==> config.mk <==
export PLATFORM = sky130hd
export DESIGN_NAME = toy_mem_arbiter
export DESIGN_NICKNAME = d
export VERILOG_FILES = /design/src/rtl/toy_arb_pkg.sv /design/src/rtl/toy_rr_pick.sv /design/src/rtl/toy_mem_arbiter.sv
export SDC_FILE = /design/constraint.sdc
export NUM_CORES = 1
export LEC_CHECK = 0
export ABC_CLOCK_PERIOD_IN_PS = 2300
export CORE_MARGIN = 2
export CORE_UTILIZATION = 35
export CTS_BUF_LIST = sky130_fd_sc_hd__clkbuf_8 sky130_fd_sc_hd__clkbuf_16
export CTS_CLUSTER_SIZE = 12
export DETAILED_ROUTE_END_ITERATION = 10
export HOLD_SLACK_MARGIN = 0.1
export PLACE_DENSITY = 0.73
export SETUP_SLACK_MARGIN = 0.3
export SLEW_MARGIN = 0
export SYNTH_ARGS = -nofsm -noshare
export SYNTH_HDL_FRONTEND = slang
export SYNTH_SLANG_ARGS = --single-unit
export TNS_END_PERCENT = 1
==> constraint.sdc <==
create_clock -name CLK -period 2.3 [get_ports CLK]
set_clock_uncertainty 0.05 [all_clocks]
set_input_delay 0.46 -clock CLK [delete_from_list [all_inputs] [get_ports CLK]]
set_output_delay 0.46 -clock CLK [all_outputs]
set_load 0.05 [all_outputs]
==> src/rtl/toy_arb_pkg.sv <==
// Shared definitions for the toy memory arbiter: state encoding,
// memory direction codes and default bus widths.
package toy_arb_pkg;

  localparam int AW_DEFAULT = 8;
  localparam int DW_DEFAULT = 8;

  // Memory direction as seen on the RORW pins.
  localparam logic RORW_READ  = 1'b1;
  localparam logic RORW_WRITE = 1'b0;

  // Access sequencer states; one access walks IDLE -> ISSUE -> WAIT -> COMPLETE.
  typedef enum logic [1:0] {
    ST_IDLE     = 2'd0,
    ST_ISSUE    = 2'd1,
    ST_WAIT     = 2'd2,
    ST_COMPLETE = 2'd3
  } arb_state_e;

endpackage

==> src/rtl/toy_rr_pick.sv <==
// Two-way winner select for the toy memory arbiter.
// Default build: round-robin pointer, handed to the losing port on every grant.
// With TOY_ARB_FIXED_PRIO_EN defined: port 0 always wins, no pointer exists.
module toy_rr_pick (
  input  logic clk,
  input  logic rst_n,
  input  logic req0,
  input  logic req1,
  input  logic grant,
  output logic winner
);

`ifdef TOY_ARB_FIXED_PRIO_EN
  logic unused_pick;
  assign unused_pick = clk ^ rst_n ^ grant ^ req1;

  // Port 0 wins whenever it asks; otherwise port 1 gets the slot.
  always_comb begin
    winner = ~req0;
  end
`else
  logic ptr_q;
  logic ptr_d;

  // Lone requester wins outright; a tie goes to whichever port the pointer favours.
  always_comb begin
    winner = (req0 && req1) ? ptr_q : req1;
  end

  // After each grant the pointer favours the port that just lost.
  always_comb begin
    ptr_d = ptr_q;
    if (grant) ptr_d = ~winner;
  end

  // Pointer register; reset favours port 0.
  always_ff @(posedge clk) begin
    if (!rst_n) ptr_q <= 1'b0;
    else        ptr_q <= ptr_d;
  end
`endif

endmodule

==> src/rtl/toy_mem_arbiter.sv <==
// Toy machine memory arbiter: shares one synchronous memory port between
// the CPU (port 0) and the loader/debug requester (port 1). Each access is
// sequenced IDLE -> ISSUE -> WAIT(MEM_LAT) -> COMPLETE and ends with a DONE pulse.
// Optional build macro: TOY_ARB_FIXED_PRIO_EN (port 0 always wins ties).
module toy_mem_arbiter
  import toy_arb_pkg::*;
#(
  parameter int AW      = AW_DEFAULT,
  parameter int DW      = DW_DEFAULT,
  parameter int MEM_LAT = 1
) (
  input  logic          CLK,
  input  logic          RESET,
  input  logic          REQ0,
  input  logic          REQ1,
  input  logic          RORW0,
  input  logic          RORW1,
  input  logic [AW-1:0] ADDR0,
  input  logic [AW-1:0] ADDR1,
  input  logic [DW-1:0] WDATA0,
  input  logic [DW-1:0] WDATA1,
  output logic          GNT0,
  output logic          GNT1,
  output logic          DONE0,
  output logic          DONE1,
  output logic [DW-1:0] RDATA0,
  output logic [DW-1:0] RDATA1,
  output logic [AW-1:0] ADDR,
  output logic [DW-1:0] D_OUT,
  input  logic [DW-1:0] D_IN,
  output logic          MEM_EN,
  output logic          RORW,
  output logic          S0,
  output logic          S1,
  output logic          S2,
  output logic          S3
);

  localparam int CW = (MEM_LAT > 1) ? $clog2(MEM_LAT) : 1;
  localparam logic [CW-1:0] WAIT_LOAD = CW'(MEM_LAT - 1);

  arb_state_e    state_q, state_d;
  logic          winner_q, winner_d;
  logic          rorw_q, rorw_d;
  logic [AW-1:0] addr_q, addr_d;
  logic [DW-1:0] wdata_q, wdata_d;
  logic [CW-1:0] cnt_q, cnt_d;
  logic [DW-1:0] rdata0_q, rdata0_d;
  logic [DW-1:0] rdata1_q, rdata1_d;
  logic          pick_winner;
  logic          arb_go;

  // Arbitration only happens while idle; requests during an access simply wait.
  assign arb_go = (state_q == ST_IDLE) && (REQ0 || REQ1);

  toy_rr_pick u_pick (
    .clk    (CLK),
    .rst_n  (RESET),
    .req0   (REQ0),
    .req1   (REQ1),
    .grant  (arb_go),
    .winner (pick_winner)
  );

  // State register; reset abandons any access in flight.
  always_ff @(posedge CLK) begin
    if (!RESET) state_q <= ST_IDLE;
    else        state_q <= state_d;
  end

  // Next-state: fixed walk through one access, WAIT length set by the down-counter.
  always_comb begin
    state_d = state_q;
    case (state_q)
      ST_IDLE:     if (arb_go) state_d = ST_ISSUE;
      ST_ISSUE:    state_d = ST_WAIT;
      ST_WAIT:     if (cnt_q == '0) state_d = ST_COMPLETE;
      ST_COMPLETE: state_d = ST_IDLE;
      default:     state_d = ST_IDLE;
    endcase
  end

  // Request latch, wait counter and per-port read-data capture.
  always_comb begin
    winner_d = winner_q;
    rorw_d   = rorw_q;
    addr_d   = addr_q;
    wdata_d  = wdata_q;
    cnt_d    = cnt_q;
    rdata0_d = rdata0_q;
    rdata1_d = rdata1_q;
    if (arb_go) begin
      winner_d = pick_winner;
      rorw_d   = pick_winner ? RORW1  : RORW0;
      addr_d   = pick_winner ? ADDR1  : ADDR0;
      wdata_d  = pick_winner ? WDATA1 : WDATA0;
    end
    if (state_q == ST_ISSUE) begin
      cnt_d = WAIT_LOAD;
    end else if ((state_q == ST_WAIT) && (cnt_q != '0)) begin
      cnt_d = cnt_q - CW'(1);
    end
    if ((state_q == ST_WAIT) && (cnt_q == '0) && (rorw_q != RORW_WRITE)) begin
      if (winner_q) rdata1_d = D_IN;
      else          rdata0_d = D_IN;
    end
  end

  // Datapath registers; memory pins idle at read/address 0 out of reset.
  always_ff @(posedge CLK) begin
    if (!RESET) begin
      winner_q <= 1'b0;
      rorw_q   <= RORW_READ;
      addr_q   <= '0;
      wdata_q  <= '0;
      cnt_q    <= '0;
      rdata0_q <= '0;
      rdata1_q <= '0;
    end else begin
      winner_q <= winner_d;
      rorw_q   <= rorw_d;
      addr_q   <= addr_d;
      wdata_q  <= wdata_d;
      cnt_q    <= cnt_d;
      rdata0_q <= rdata0_d;
      rdata1_q <= rdata1_d;
    end
  end

  // Control outputs decoded purely from registered state.
  always_comb begin
    MEM_EN = (state_q == ST_ISSUE);
    GNT0   = (state_q != ST_IDLE) && !winner_q;
    GNT1   = (state_q != ST_IDLE) &&  winner_q;
    DONE0  = (state_q == ST_COMPLETE) && !winner_q;
    DONE1  = (state_q == ST_COMPLETE) &&  winner_q;
    S0     = (state_q == ST_IDLE);
    S1     = (state_q == ST_ISSUE);
    S2     = (state_q == ST_WAIT);
    S3     = (state_q == ST_COMPLETE);
  end

  assign ADDR   = addr_q;
  assign RORW   = rorw_q;
  assign D_OUT  = wdata_q;
  assign RDATA0 = rdata0_q;
  assign RDATA1 = rdata1_q;

endmodule

==> reports/results.ini <==
[min_path]
hp-start=RDATA0[3]$_SDFFE_PN0P_
hp-class=reg2reg

[grt]
antenna_found_initial=0
track_usage=0.173
grt_pass1_wl_um=6990
grt_pass1_vias=1469
overflow=0
grt_max_degree=33

[cts]
clk_latency_ps=280
cts_tree=done
postCtsSetupRepairBufs=0
clock-sinks=38
cts_buffers=5
cts_root_buf=clkbuf_8
clock_path_buffers=2
clkTransAtPathRegs_ps=70
cts_hold_buf=0
htree_levels=2

[timing]
rsz0062_at_grt=true
relSlewSlack=0.573
slew_violations=0
finalHoldViolCount=0
finalSetupTns_ps=0
setup_viol=0
min_period_ps=1990
fmax_ghz=0.502
tightestPinTransition_ps=639
finalCritPeriodShare=0.865

[critical_path]
endpoint=MEM_EN
startpoint=state_q[1]$_SDFFE_PN0P_
slowest_stage=dlygate4sd2_1
arrival_ps=1480
cp_slowest_stage_delay_ps=550
crit_fanout=4
crit_chain=inv_1 > ha_1 > dlygate4sd2_1
critPathKind=reg2out
worst_setup_path_start_kind=flip-flop
r2r_slack_ps=390
r2r_end=ADDR[1]$_SDFFE_PN0P_
ff2ff_path_depth=5
path_depth=3
endpoint_kind=output port
cpLargestDelayFamily=buffers and inverters
r2r_start=state_q[1]$_SDFFE_PN0P_
required_ps=1790
worst-path-buf-inv=2

[pwr]
power_density_mw_per_mm2=1150
peakVddDrop_mv=0.591
total_leakage_power_nw=1.02

[die]
die_area_mm2=0.00519
die_w_um=72.1
placementRows=24
die_h_um=72.1
core_mm2=0.00441
ios=88
start_util=0.367

[synthesis]
synth_most_common_cell=dfxtp_1
synth_edf_count=0
yosys.area.top_type_share=0.469
yosysTopAreaCell=dfxtp_1
synthArstFlopShare=0
yosysUniqueCellTypes=29
ys_ff_latch=38
syn_nets=230
avgSynthCellArea_um2=9.06
ys.flop_type=dfxtp_1
synth_area_leaders=dfxtp_1 (47%), a221o_1 (10%), nand2_1 (6.9%)
yosysWarnings=0
syn-cell-area_mm2=0.00162
syn_inst=179
seq_area_frac_synth=0.469
synthTopCellsByCount=dfxtp_1 (38), nand2_1 (30), a221o_1 (17)

[final_layout]
area_growth_pct=62.3
finalNetCount=314
final_area_mm2=0.00263
diodes=0
drive_gt1_frac=0.0871

[detailed_routing]
drcViolationCount=0
firstDrtPassIters=4
drt-total-wl_um=4400
routedWlPerCell_um=13.9
ant_nets=0
viasPerCell=5.04
num_vias=1592
drtIter0Drc=48

[job]
maxCapViolCount=0

[placement]
dp_hpwl_um=3080
place_area_mm2=0.00249
place_congestion=0.775
portBuffers=87

[run_status]
status=finished, final reports clean

[worst min-delay path by stage]
| stage | end | slack [ps] | cells after the start |
|---|---|---|---|
| 6_report | RDATA0[3]$_SDFFE_PN0P_ | 420 | 2 |
| 4_1_cts | RDATA0[3]$_SDFFE_PN0P_ | 430 | 2 |
| 5_1_grt | RDATA0[0]$_SDFFE_PN0P_ | 440 | 2 |
| 2_1_floorplan | u_pick.ptr_q$_SDFFE_PN0P_ | 410 | 1 |
| 3_3_place_gp | RDATA0[6]$_SDFFE_PN0P_ | 400 | 2 |
| 3_5_place_dp | RDATA0[7]$_SDFFE_PN0P_ | 420 | 2 |
[worst reg2reg max path: cells and delay by family (launching register included)]
| family | cells | cell delay, ps |
|---|---|---|
| flops | 1 | 340 |
| buf+inv | 1 | 110 |
| compound gates | 2 | 530 |
| fa+ha+maj | 1 | 390 |
| simple gates | 1 | 380 |
[area by class of cell]
class                   instances  area, µm²
flip-flops and latches         38        761
fillers                       401       1780
inverters                       3       11.3
well taps                      52       65.1
clock inverters                 2       60.1
repair buffers                 93        900
multi-input cells             122        753
clock buffers                   6       82.6
[stage by stage]
stage	hold WS (ps)	worst slack, ps	total power, mW	instances	utilization
after detailed placement	416	191	2.37	308	0.564
after global placement	403	243	2.36	308	0.564
after CTS	428	246	3.06	316	0.596
after floorplan	413	160	1.94	179	-
after global routing	444	239	3.18	316	0.596
final	422	310	3.04	316	0.596
[state kept, by name, summed over array words and instances (netlist names)]
| name | count |
|---|---|
| RDATA1 | 8 |
| ADDR | 8 |
| cnt_q | 1 |
| winner_q | 1 |
| state_q | 2 |
| RDATA0 | 8 |
| D_OUT | 8 |
| u_pick.ptr_q | 1 |
| RORW | 1 |
[cells by family after synthesis]
| group | synth area share |
|---|---|
| simple gates | 0.228 |
| buf+inv | 0.0694 |
| flops | 0.469 |
| compound gates | 0.188 |
| fa+ha+maj | 0.0386 |
| mux | 0.00617 |
[layout by cell type (no fill, tap or decap), types with 5 or more instances in the layout]
cell / instances
nor3_1: 16
clkbuf_8: 6
o21ai_0: 16
clkdlybuf4s50_1: 77
buf_4: 12
ha_1: 5
nand2_1: 30
dfxtp_1: 38
a221o_1: 17
nand3_1: 16
[timing repair]
| action | CTS | global route |
|---|---|---|
| setup endpoints to repair | 4 | 30 |
| pin swaps | 0 | 1 |
| gates resized for setup | 3 | 1 |
[routing by layer]
metal	share of wire	GRT usage	vias to the layer above	wire length [µm]
met5	0	0	-	0
met4	0.0080	0.0503	0	35
met3	0.11	0.0847	4	486
met2	0.43	0.243	74	1880
met1	0.45	0.236	704	2000
li1	-	-	810	-
[report_power, final]
part / switching (mW) / internal (mW) / total (mW) / leakage, nW
clock network: 0.232 / 0.463 / 0.694 / 0.0714
logic: 0.956 / 0.499 / 1.45 / 0.638
registers: 0.0925 / 0.796 / 0.889 / 0.311
total: 1.28 / 1.76 / 3.04 / 1.02
Power figures use the tool's default switching activity.
